[config.mk]
export PLATFORM = sky130hd
export DESIGN_NAME = button_input_controller
export DESIGN_NICKNAME = d
export VERILOG_FILES = /design/src/rtl/button_input_controller.sv
export SDC_FILE = /design/constraint.sdc
export NUM_CORES = 1
export LEC_CHECK = 0
export CORE_MARGIN = 8
export CORE_UTILIZATION = 55
export DETAILED_ROUTE_END_ITERATION = 6
export PLACE_DENSITY = 0.81
export SLEW_MARGIN = 25
export SYNTH_ARGS = -nofsm -noshare
export SYNTH_HDL_FRONTEND = slang
export SYNTH_SLANG_ARGS = --single-unit
[constraint.sdc]
create_clock -name clk -period 3.15 [get_ports clk]
set_clock_uncertainty 0.2 [all_clocks]
set_input_delay 0.7875 -clock clk [delete_from_list [all_inputs] [get_ports clk]]
set_output_delay 0.7875 -clock clk [all_outputs]
set_load 0.02 [all_outputs]
[src/rtl/button_input_controller.sv]
// Button front end for the Tetris grid controller: synchronises and debounces
// five raw buttons, turns presses and held-button repeats into pending events,
// and issues one 4-bit command at a time, each held long enough for the grid
// controller's address/data alternation.
module button_input_controller #(
  parameter int DEBOUNCE_CYCLES = 1000000,
  parameter int REPEAT_DELAY    = 15000000,
  parameter int REPEAT_RATE     = 5000000,
  parameter int PULSE_CYCLES    = 2
) (
  input  logic       clk,
  input  logic       reset,
  input  logic       btn_left,
  input  logic       btn_right,
  input  logic       btn_rotate,
  input  logic       btn_down,
  input  logic       btn_start,
  output logic [3:0] controller_out,
  output logic       cmd_strobe
);

  localparam int NB = 5;
  localparam int IDX_LEFT   = 0;
  localparam int IDX_RIGHT  = 1;
  localparam int IDX_ROTATE = 2;
  localparam int IDX_DOWN   = 3;
  localparam int IDX_START  = 4;

  // Buttons that generate auto-repeat events while held: DOWN, RIGHT, LEFT.
  localparam logic [NB-1:0] REPEATABLE = 5'b01011;

  localparam logic [19:0] DB_LAST    = 20'(DEBOUNCE_CYCLES - 1);
  localparam logic [24:0] DELAY_LAST = 25'(REPEAT_DELAY - 1);
  localparam logic [24:0] RATE_LAST  = 25'(REPEAT_RATE - 1);
  localparam logic [7:0]  PULSE_LAST = 8'(PULSE_CYCLES - 1);

  typedef enum logic [1:0] {
    IDLE  = 2'd0,
    ISSUE = 2'd1,
    GAP   = 2'd2
  } state_t;

  typedef enum logic [3:0] {
    CMD_NONE   = 4'b0000,
    CMD_LEFT   = 4'b0001,
    CMD_RIGHT  = 4'b0010,
    CMD_ROTATE = 4'b0011,
    CMD_START  = 4'b0100,
    CMD_DOWN   = 4'b0101
  } cmd_t;

  logic [NB-1:0] raw;
  logic [NB-1:0] sync_a, sync_b;
  logic [NB-1:0] db, db_q;
  logic [19:0]   db_cnt [NB];
  logic [24:0]   hold_cnt [NB];
  logic [NB-1:0] armed;
  logic [NB-1:0] repeat_hit;
  logic [NB-1:0] pend, pend_set, pend_clr;
  logic [NB-1:0] grant;
  cmd_t          grant_code;
  state_t        state, state_d;
  logic          load;
  logic [7:0]    pulse_cnt;
  cmd_t          code_q;

  assign raw = {btn_start, btn_down, btn_rotate, btn_right, btn_left};

  // Two-flop synchroniser per button.
  // NOTE: state is updated with non-blocking assignments so every flop samples pre-edge values.
  always_ff @(posedge clk) begin
    if (reset) begin
      sync_a <= '0;
      sync_b <= '0;
    end else begin
      sync_a <= raw;
      sync_b <= sync_a;
    end
  end

  // Debounce: db flips only after DEBOUNCE_CYCLES consecutive disagreeing cycles.
  always_ff @(posedge clk) begin
    if (reset) begin
      db   <= '0;
      db_q <= '0;
      // NOTE: the per-button counter arrays are plain flops and are cleared one by one;
      // a stale count surviving reset would shorten the next debounce.
      for (int i = 0; i < NB; i++) db_cnt[i] <= '0;
    end else begin
      db_q <= db;
      for (int i = 0; i < NB; i++) begin
        if (sync_b[i] == db[i]) begin
          db_cnt[i] <= '0;
        end else if (db_cnt[i] == DB_LAST) begin
          db[i]     <= ~db[i];
          db_cnt[i] <= '0;
        end else begin
          db_cnt[i] <= db_cnt[i] + 20'd1;
        end
      end
    end
  end

  // Event detection: a debounced rise, or a hold counter reaching its repeat point.
  // NOTE: every always_comb output gets a default first so no latch is inferred.
  always_comb begin
    repeat_hit = '0;
    for (int i = 0; i < NB; i++) begin
      if (REPEATABLE[i] && db[i] && db_q[i])
        repeat_hit[i] = armed[i] ? (hold_cnt[i] == RATE_LAST) : (hold_cnt[i] == DELAY_LAST);
    end
    pend_set = (db & ~db_q) | repeat_hit;
  end

  // Hold counters: zero at the debounced rise, first repeat after REPEAT_DELAY, then every REPEAT_RATE.
  always_ff @(posedge clk) begin
    if (reset) begin
      armed <= '0;
      for (int i = 0; i < NB; i++) hold_cnt[i] <= '0;
    end else begin
      for (int i = 0; i < NB; i++) begin
        if (!(REPEATABLE[i] && db[i] && db_q[i])) begin
          hold_cnt[i] <= '0;
          armed[i]    <= 1'b0;
        end else if (repeat_hit[i]) begin
          hold_cnt[i] <= '0;
          armed[i]    <= 1'b1;
        end else begin
          hold_cnt[i] <= hold_cnt[i] + 25'd1;
        end
      end
    end
  end

  // Pending slots: one per button; a same-cycle set beats the issue-clear.
  always_ff @(posedge clk) begin
    if (reset) pend <= '0;
    else       pend <= (pend & ~pend_clr) | pend_set;
  end

  // Fixed-priority arbitration: START > ROTATE > DOWN > LEFT > RIGHT.
  always_comb begin
    grant      = '0;
    grant_code = CMD_NONE;
    if (pend[IDX_START]) begin
      grant[IDX_START] = 1'b1;
      grant_code       = CMD_START;
    end else if (pend[IDX_ROTATE]) begin
      grant[IDX_ROTATE] = 1'b1;
      grant_code        = CMD_ROTATE;
    end else if (pend[IDX_DOWN]) begin
      grant[IDX_DOWN] = 1'b1;
      grant_code      = CMD_DOWN;
    end else if (pend[IDX_LEFT]) begin
      grant[IDX_LEFT] = 1'b1;
      grant_code      = CMD_LEFT;
    end else if (pend[IDX_RIGHT]) begin
      grant[IDX_RIGHT] = 1'b1;
      grant_code       = CMD_RIGHT;
    end
  end

  assign pend_clr = load ? grant : '0;

  // Output FSM state register, pulse counter and latched command code.
  always_ff @(posedge clk) begin
    if (reset) begin
      state     <= IDLE;
      pulse_cnt <= '0;
      code_q    <= CMD_NONE;
    end else begin
      state <= state_d;
      if (load) begin
        code_q    <= grant_code;
        pulse_cnt <= '0;
      end else if (state == ISSUE) begin
        pulse_cnt <= pulse_cnt + 8'd1;
      end
    end
  end

  // Next-state logic; the single GAP cycle also serves as the arbitration slot
  // so back-to-back commands are PULSE_CYCLES+1 cycles apart.
  always_comb begin
    state_d = state;
    load    = 1'b0;
    case (state)
      IDLE: begin
        if (|pend) begin
          state_d = ISSUE;
          load    = 1'b1;
        end
      end
      ISSUE: begin
        if (pulse_cnt == PULSE_LAST) state_d = GAP;
      end
      GAP: begin
        if (|pend) begin
          state_d = ISSUE;
          load    = 1'b1;
        end else begin
          state_d = IDLE;
        end
      end
      default: state_d = IDLE;
    endcase
  end

  // Outputs decoded from state: code only while issuing, strobe on its first cycle.
  always_comb begin
    controller_out = CMD_NONE;
    cmd_strobe     = 1'b0;
    if (state == ISSUE) begin
      controller_out = code_q;
      cmd_strobe     = (pulse_cnt == 8'd0);
    end
  end

endmodule

==> metrics, run 1 <==
outcome finished, final reports clean; maximum frequency from static timing analysis 333 MHz; number of distinct library cells after synthesis 49; number of pins exceeding their max-slew limit in the final report 0; total global routing overflow 0; final design utilization 64.3%; share of layout cells above drive strength 1 4.47%; setup_tns 0 ns; Port Buffers 10; initial standard-cell utilization of the core 55.5%; mean routed wirelength per cell 12.9 um; number of standard-cell rows in the floorplan 52; number of register bits inferred by synthesis 216; worst supply voltage drop on vdd 0.323 mV; Crit path required time 2.16 ns; signed area change from the synthesized netlist to the final layout 15.9%; Worst path max stage delay 0.50 ns; total area of multi-input combinational cells 5430 um2; crit path cell chain or4_1, nor3_1, and3_1, clkdlybuf4s15_1; Final Wtd Congestion 0.806; setup repair after global routing missed its margin no; async set or reset register ratio after synthesis 0%; n_diodes 0; fin nets 1276; core region area 20000 um2; final antenna-violating net count 0; critical path's slowest cell or4_1; cell count after placement 1503; number of filler instances in the final layout 1591; setup repair bufs after CTS 0; commonest cells after routing, fill and taps aside nor2_1 (225), conb_1 (176), edfxtp_1 (175), xor2_1 (103), nand3_1 (81); 1st-pass router iterations 4; kind of end point of the critical path primary output; post-route fraction of the period consumed by the critical path 95.4%; minimum period implied by the final worst setup slack 3.01 ns; mean area per synthesized cell 10.4 um2; cts-stage hold buffer count 0; clock root buffer master clkbuf_16; category of the critical setup timing path register to primary output; Max Cap Violations 0; area of the die 24900 um2; total routing usage reported by global routing 16.8%; I/O pin count 12; non-filler cells, final 1545; Fin. Hold Viols 0; PnR Total Power 0.00608 W; number of buffers between clock root and the deepest sink 3; Worst R2R Setup Slack 0.53 ns; number of antenna violations at the first check in global routing 0; via count 7864; Skew-Pair Late Insertion Delay 0.51 ns; Seq. cell area 6080 um2; number of instances in the synthesized netlist 1069; residual DRC count 0; measured slew at the worst slew-check pin 0.754 ns; Die Ht 158 um; final worst hold slack 0.238 ns; count of flip-flops with a built-in enable after synthesis 175; P per Cell Area 473 nW/um2; total clock buffers created by CTS 23; remaining max-slew budget at the tightest pin 49.3%; clock edge transition at the registers on the reported setup and hold paths 0.06 ns; LEAKAGE 4.54 nW; share of synthesized area occupied by flip-flops and latches 54.8%; largest driver fanout on the critical path 4; largest net degree at the start of global routing 28; most common library cell in the layout ignoring fill and taps nor2_1; TritonCTS clock tree yes; worst min path class register to register; half-perimeter wire length after detailed placement 13600 um; CP Launch Type register; synth warn 0; H-tree level count 1; Primary FF master, synth edfxtp_1; first-pass GRT wire length 35200 um; Die W 158 um; number of DRC violations after detailed-routing iteration 0 461; clock tree sinks 216; overall routed net length 19900 um; Arr. time, crit path 2.02 ns; setup-violating endpoint count in the final report 0; DR vias/cell 5.09; vias in the first global route 7835; Netlist Area Pre-Place 11100 um2
[area by class of cell]
class / instances / share of cell area, %
inverters: 21 / 0.614
repair buffers: 20 / 1.48
clock inverters: 6 / 0.253
clock buffers: 36 / 5.43
well taps: 270 / 2.63
flip-flops and latches: 216 / 47.3
multi-input cells: 976 / 42.3
[synthesized netlist by cell type (3+ instances only)]
| cell type | number | area, um2 |
|---|---|---|
| and4_1 | 10 | 87.6 |
| nand2_1 | 65 | 244 |
| clkbuf_1 | 18 | 67.6 |
| nor4bb_1 | 6 | 60.1 |
| a21o_1 | 3 | 22.5 |
| nor4_1 | 18 | 113 |
| or3_1 | 4 | 25.0 |
| buf_6 | 3 | 33.8 |
| inv_1 | 21 | 78.8 |
| a21oi_1 | 15 | 75.1 |
| nor2_1 | 225 | 845 |
| and2_1 | 5 | 31.3 |
| dfxtp_1 | 41 | 821 |
| nor2b_1 | 19 | 119 |
| nor3b_1 | 6 | 45.0 |
| nor4b_1 | 8 | 70.1 |
| edfxtp_1 | 175 | 5260 |
| nand2b_1 | 4 | 25.0 |
| xor2_1 | 103 | 902 |
| mux2i_1 | 5 | 50.1 |
| a31oi_1 | 7 | 43.8 |
| nand3_1 | 81 | 405 |
| nand4_1 | 47 | 294 |
| ha_1 | 11 | 138 |
| and3_1 | 28 | 175 |
| or4_1 | 3 | 22.5 |
| xnor2_1 | 64 | 561 |
| or2_2 | 7 | 43.8 |
| nor3_1 | 35 | 175 |
| buf_2 | 7 | 35.0 |
[sequential cells by signal, summed over array words and instances (netlist names)]
name       cells
armed          3
code_q         3
db             5
db_cnt       100
db_q           5
hold_cnt      75
pend           5
pulse_cnt      8
state          2
sync_a         5
sync_b         5
[power by group]
part / internal, W / total, W / switching [W]
combinational: 0.0000816 / 0.000194 / 0.000113
sequential: 0.00318 / 0.00329 / 0.000110
clock: 0.00152 / 0.00259 / 0.00107
total: 0.00478 / 0.00608 / 0.00130
[path summary, 6_finish.rpt]
path,start,depth (start not counted),to
min,sync_a[3],1,sync_b[3]
min reg2reg,sync_a[3],1,sync_b[3]
max reg2reg,db_cnt[0][7],5,db_cnt[0][7]
max,pulse_cnt[5],4,cmd_strobe
[kinds of logic after synthesis]
family / share of synthesized area (%)
buf+inv: 2.13
xor+xnor: 13.2
mux: 0.452
compound gates: 2.39
simple gates: 25.7
fa+ha+maj: 1.24
flops: 54.8
other cells: 0.0678
[repair_timing]
item / 4_1_cts / 5_1_grt
setup endpoints to repair: 2 / 2
gates resized for setup: 2 / 3
hold endpoints to repair: 0 / 0
[worst max-delay path, delay by kind of cell, from the launching register on]
family        cells  cell delay, ns
simple gates      3            0.87
buf+inv           1            0.30
flops             1            0.34
[per-layer routing]
layer	part of all wire, %	GRT usage (%)
met5	0	0
met4	1.9	4.98
met3	3.3	2.35
met2	49	29.3
met1	46	21.5
[through the flow]
step / setup slack (ns) / instance area, um2
floorplan: 0.748 / 11700
global placement: 0.366 / 12100
detailed placement: 0.365 / 12100
CTS: 0.0171 / 12800
global route: 0.0137 / 12800
finish: 0.145 / 12800
Power figures use the tool's default switching activity.
==> run 2: changes to the inputs <==
--- a/config.mk
+++ b/config.mk
@@ -9,2 +9,3 @@
 export CORE_UTILIZATION = 55
+export CTS_CLUSTER_SIZE = 12
 export DETAILED_ROUTE_END_ITERATION = 6
--- a/constraint.sdc
+++ b/constraint.sdc
@@ -4,2 +4,2 @@
 set_output_delay 0.7875 -clock clk [all_outputs]
-set_load 0.02 [all_outputs]
+set_load 0.01 [all_outputs]
==> run 2 against run 1 <==
Net effect: cell count hardly changed; largest cell class unchanged; maximum frequency rose by 0.63%; via count is 0.32% lower; wire length decreased by 2.9%; die area is the same; register-to-register slack lost 0.11 ns; combinational power about the same; sequential share of layout area is essentially flat; setup slack improved by 0.019 ns; non-clock buffer count decreased by 1.
==> metrics, run 2 (same netlist as run 1, synthesis figures left out) <==
outcome finished, final reports clean; total global routing overflow 0; share of layout cells above drive strength 1 4.47%; maximum frequency from static timing analysis 335 MHz; Port Buffers 10; largest registers db_cnt: 100 flops, hold_cnt: 75 flops, pulse_cnt: 8 flops; largest driver fanout on the critical path 12; clock edge transition at the registers on the reported setup and hold paths 0.06 ns; cts-stage hold buffer count 0; number of DRC violations after detailed-routing iteration 0 507; fin nets 1276; P per Cell Area 475 nW/um2; via count 7839; DR vias/cell 5.07; worst min path class register to register; number of antenna violations at the first check in global routing 0; residual DRC count 0; mean routed wirelength per cell 12.5 um; Arr. time, crit path 2.00 ns; number of pins exceeding their max-slew limit in the final report 0; total clock buffers created by CTS 24; signed area change from the synthesized netlist to the final layout 15.9%; Crit path required time 2.16 ns; worst r2r dst db_cnt[0][7]; I/O pin count 12; setup repair after global routing missed its margin no; area of the die 24900 um2; number of filler instances in the final layout 1627; category of the critical setup timing path register to primary output; commonest cells after routing, fill and taps aside nor2_1 (225), conb_1 (176), edfxtp_1 (175), xor2_1 (103), nand3_1 (81); final antenna-violating net count 0; n_diodes 0; LEAKAGE 4.53 nW; half-perimeter wire length after detailed placement 13500 um; number of standard-cell rows in the floorplan 52; Fin. Hold Viols 0; hold worst-path end sync_b[2]; most common library cell in the layout ignoring fill and taps nor2_1; core region area 20000 um2; vias in the first global route 7556; top register by number of flip-flops db_cnt; 1st-pass router iterations 5; minimum period implied by the final worst setup slack 2.99 ns; largest net degree at the start of global routing 27; kind of end point of the critical path primary output; clock tree sinks 216; Max Cap Violations 0; Skew-Pair Late Insertion Delay 0.51 ns; Worst Hold Launch sync_a[2]; reg2reg path depth 5; Die W 158 um; TritonCTS clock tree yes; H-tree level count 1; number of buffers between clock root and the deepest sink 3; total routing usage reported by global routing 16.1%; setup_tns 0 ns; Hold Crit Depth 1; Final Wtd Congestion 0.823; setup-violating endpoint count in the final report 0; initial standard-cell utilization of the core 55.5%; Die Ht 158 um; clock root buffer master clkbuf_16; worst supply voltage drop on vdd 0.371 mV; Largest register FFs 100; first-pass GRT wire length 33800 um; measured slew at the worst slew-check pin 0.892 ns; Worst R2R Setup Slack 0.42 ns; post-route fraction of the period consumed by the critical path 94.8%; remaining max-slew budget at the tightest pin 40.1%; final worst hold slack 0.241 ns; r2r startpoint db_cnt[0][7]; CP Launch Type register; overall routed net length 19300 um
==> run 2: worst max-delay path: stages (launching register included) <==
cell and delay (ns):
dfxtp_1 0.42, nor2b_1 0.21, buf_4 0.20, and2_1 0.14
clkdlybuf4s50_1 0.53
==> run 2: power by group <==
part	leakage, nW	internal, W	switching [W]
Sequential	2.14	0.00318	0.000108
Combinational	2.02	0.0000815	0.000110
Clock	0.366	0.00154	0.00107
==> run 2: how the worst max path moves through the flow <==
stage                    startpoint                 to  slack, ns
finish                     state[0]  controller_out[2]       0.16
CTS                        state[0]  controller_out[2]       0.14
detailed placement            reset    hold_cnt[0][80]       0.39
floorplan           hold_cnt[0][16]    hold_cnt[0][10]       0.75
global route               state[0]  controller_out[2]       0.03
global placement              reset    hold_cnt[0][80]       0.42
==> run 2: what timing repair did <==
action / in CTS / in global routing
gates resized for setup: 2 / 0
setup endpoints to repair: 1 / 0
hold endpoints to repair: 0 / 0
buffers inserted: 0 / 0
==> run 2: area by class of cell <==
class                      count  area (um2)  area share (%)
tap                          270         338            2.63
inverter                      21        78.8           0.614
sequential                   216        6080            47.3
clock buffer                  36         707            5.50
clock inverter                 8        38.8           0.302
multi-input combinational    976        5430            42.3
timing repair buffer          19         179            1.39
==> run 2: per-layer routing <==
metal  wire, um  vias to the layer above  GRT usage (%)  part of all wire (%)
met5          0                        -              0                     0
met4        326                        0           4.85                   1.7
met3        725                       31           2.21                   3.8
met2       9430                      119           27.6                    49
met1       8820                     3699           20.8                    46
li1           -                     3990              -                     -
==> run 2: per-stage QoR <==
| stage | power (W) | setup WS [ns] | cell area [um2] | utilization (%) | instances |
|---|---|---|---|---|---|
| finish | 0.00610 | 0.164 | 12800 | 64.3 | 1546 |
| global route | 0.00631 | 0.0277 | 12800 | 64.3 | 1546 |
| CTS | 0.00615 | 0.144 | 12800 | 64.3 | 1546 |
| floorplan | 0.00347 | 0.748 | 11700 | - | 1243 |
| global placement | 0.00352 | 0.423 | 12100 | 60.6 | 1502 |
| detailed placement | 0.00353 | 0.387 | 12100 | 60.6 | 1502 |
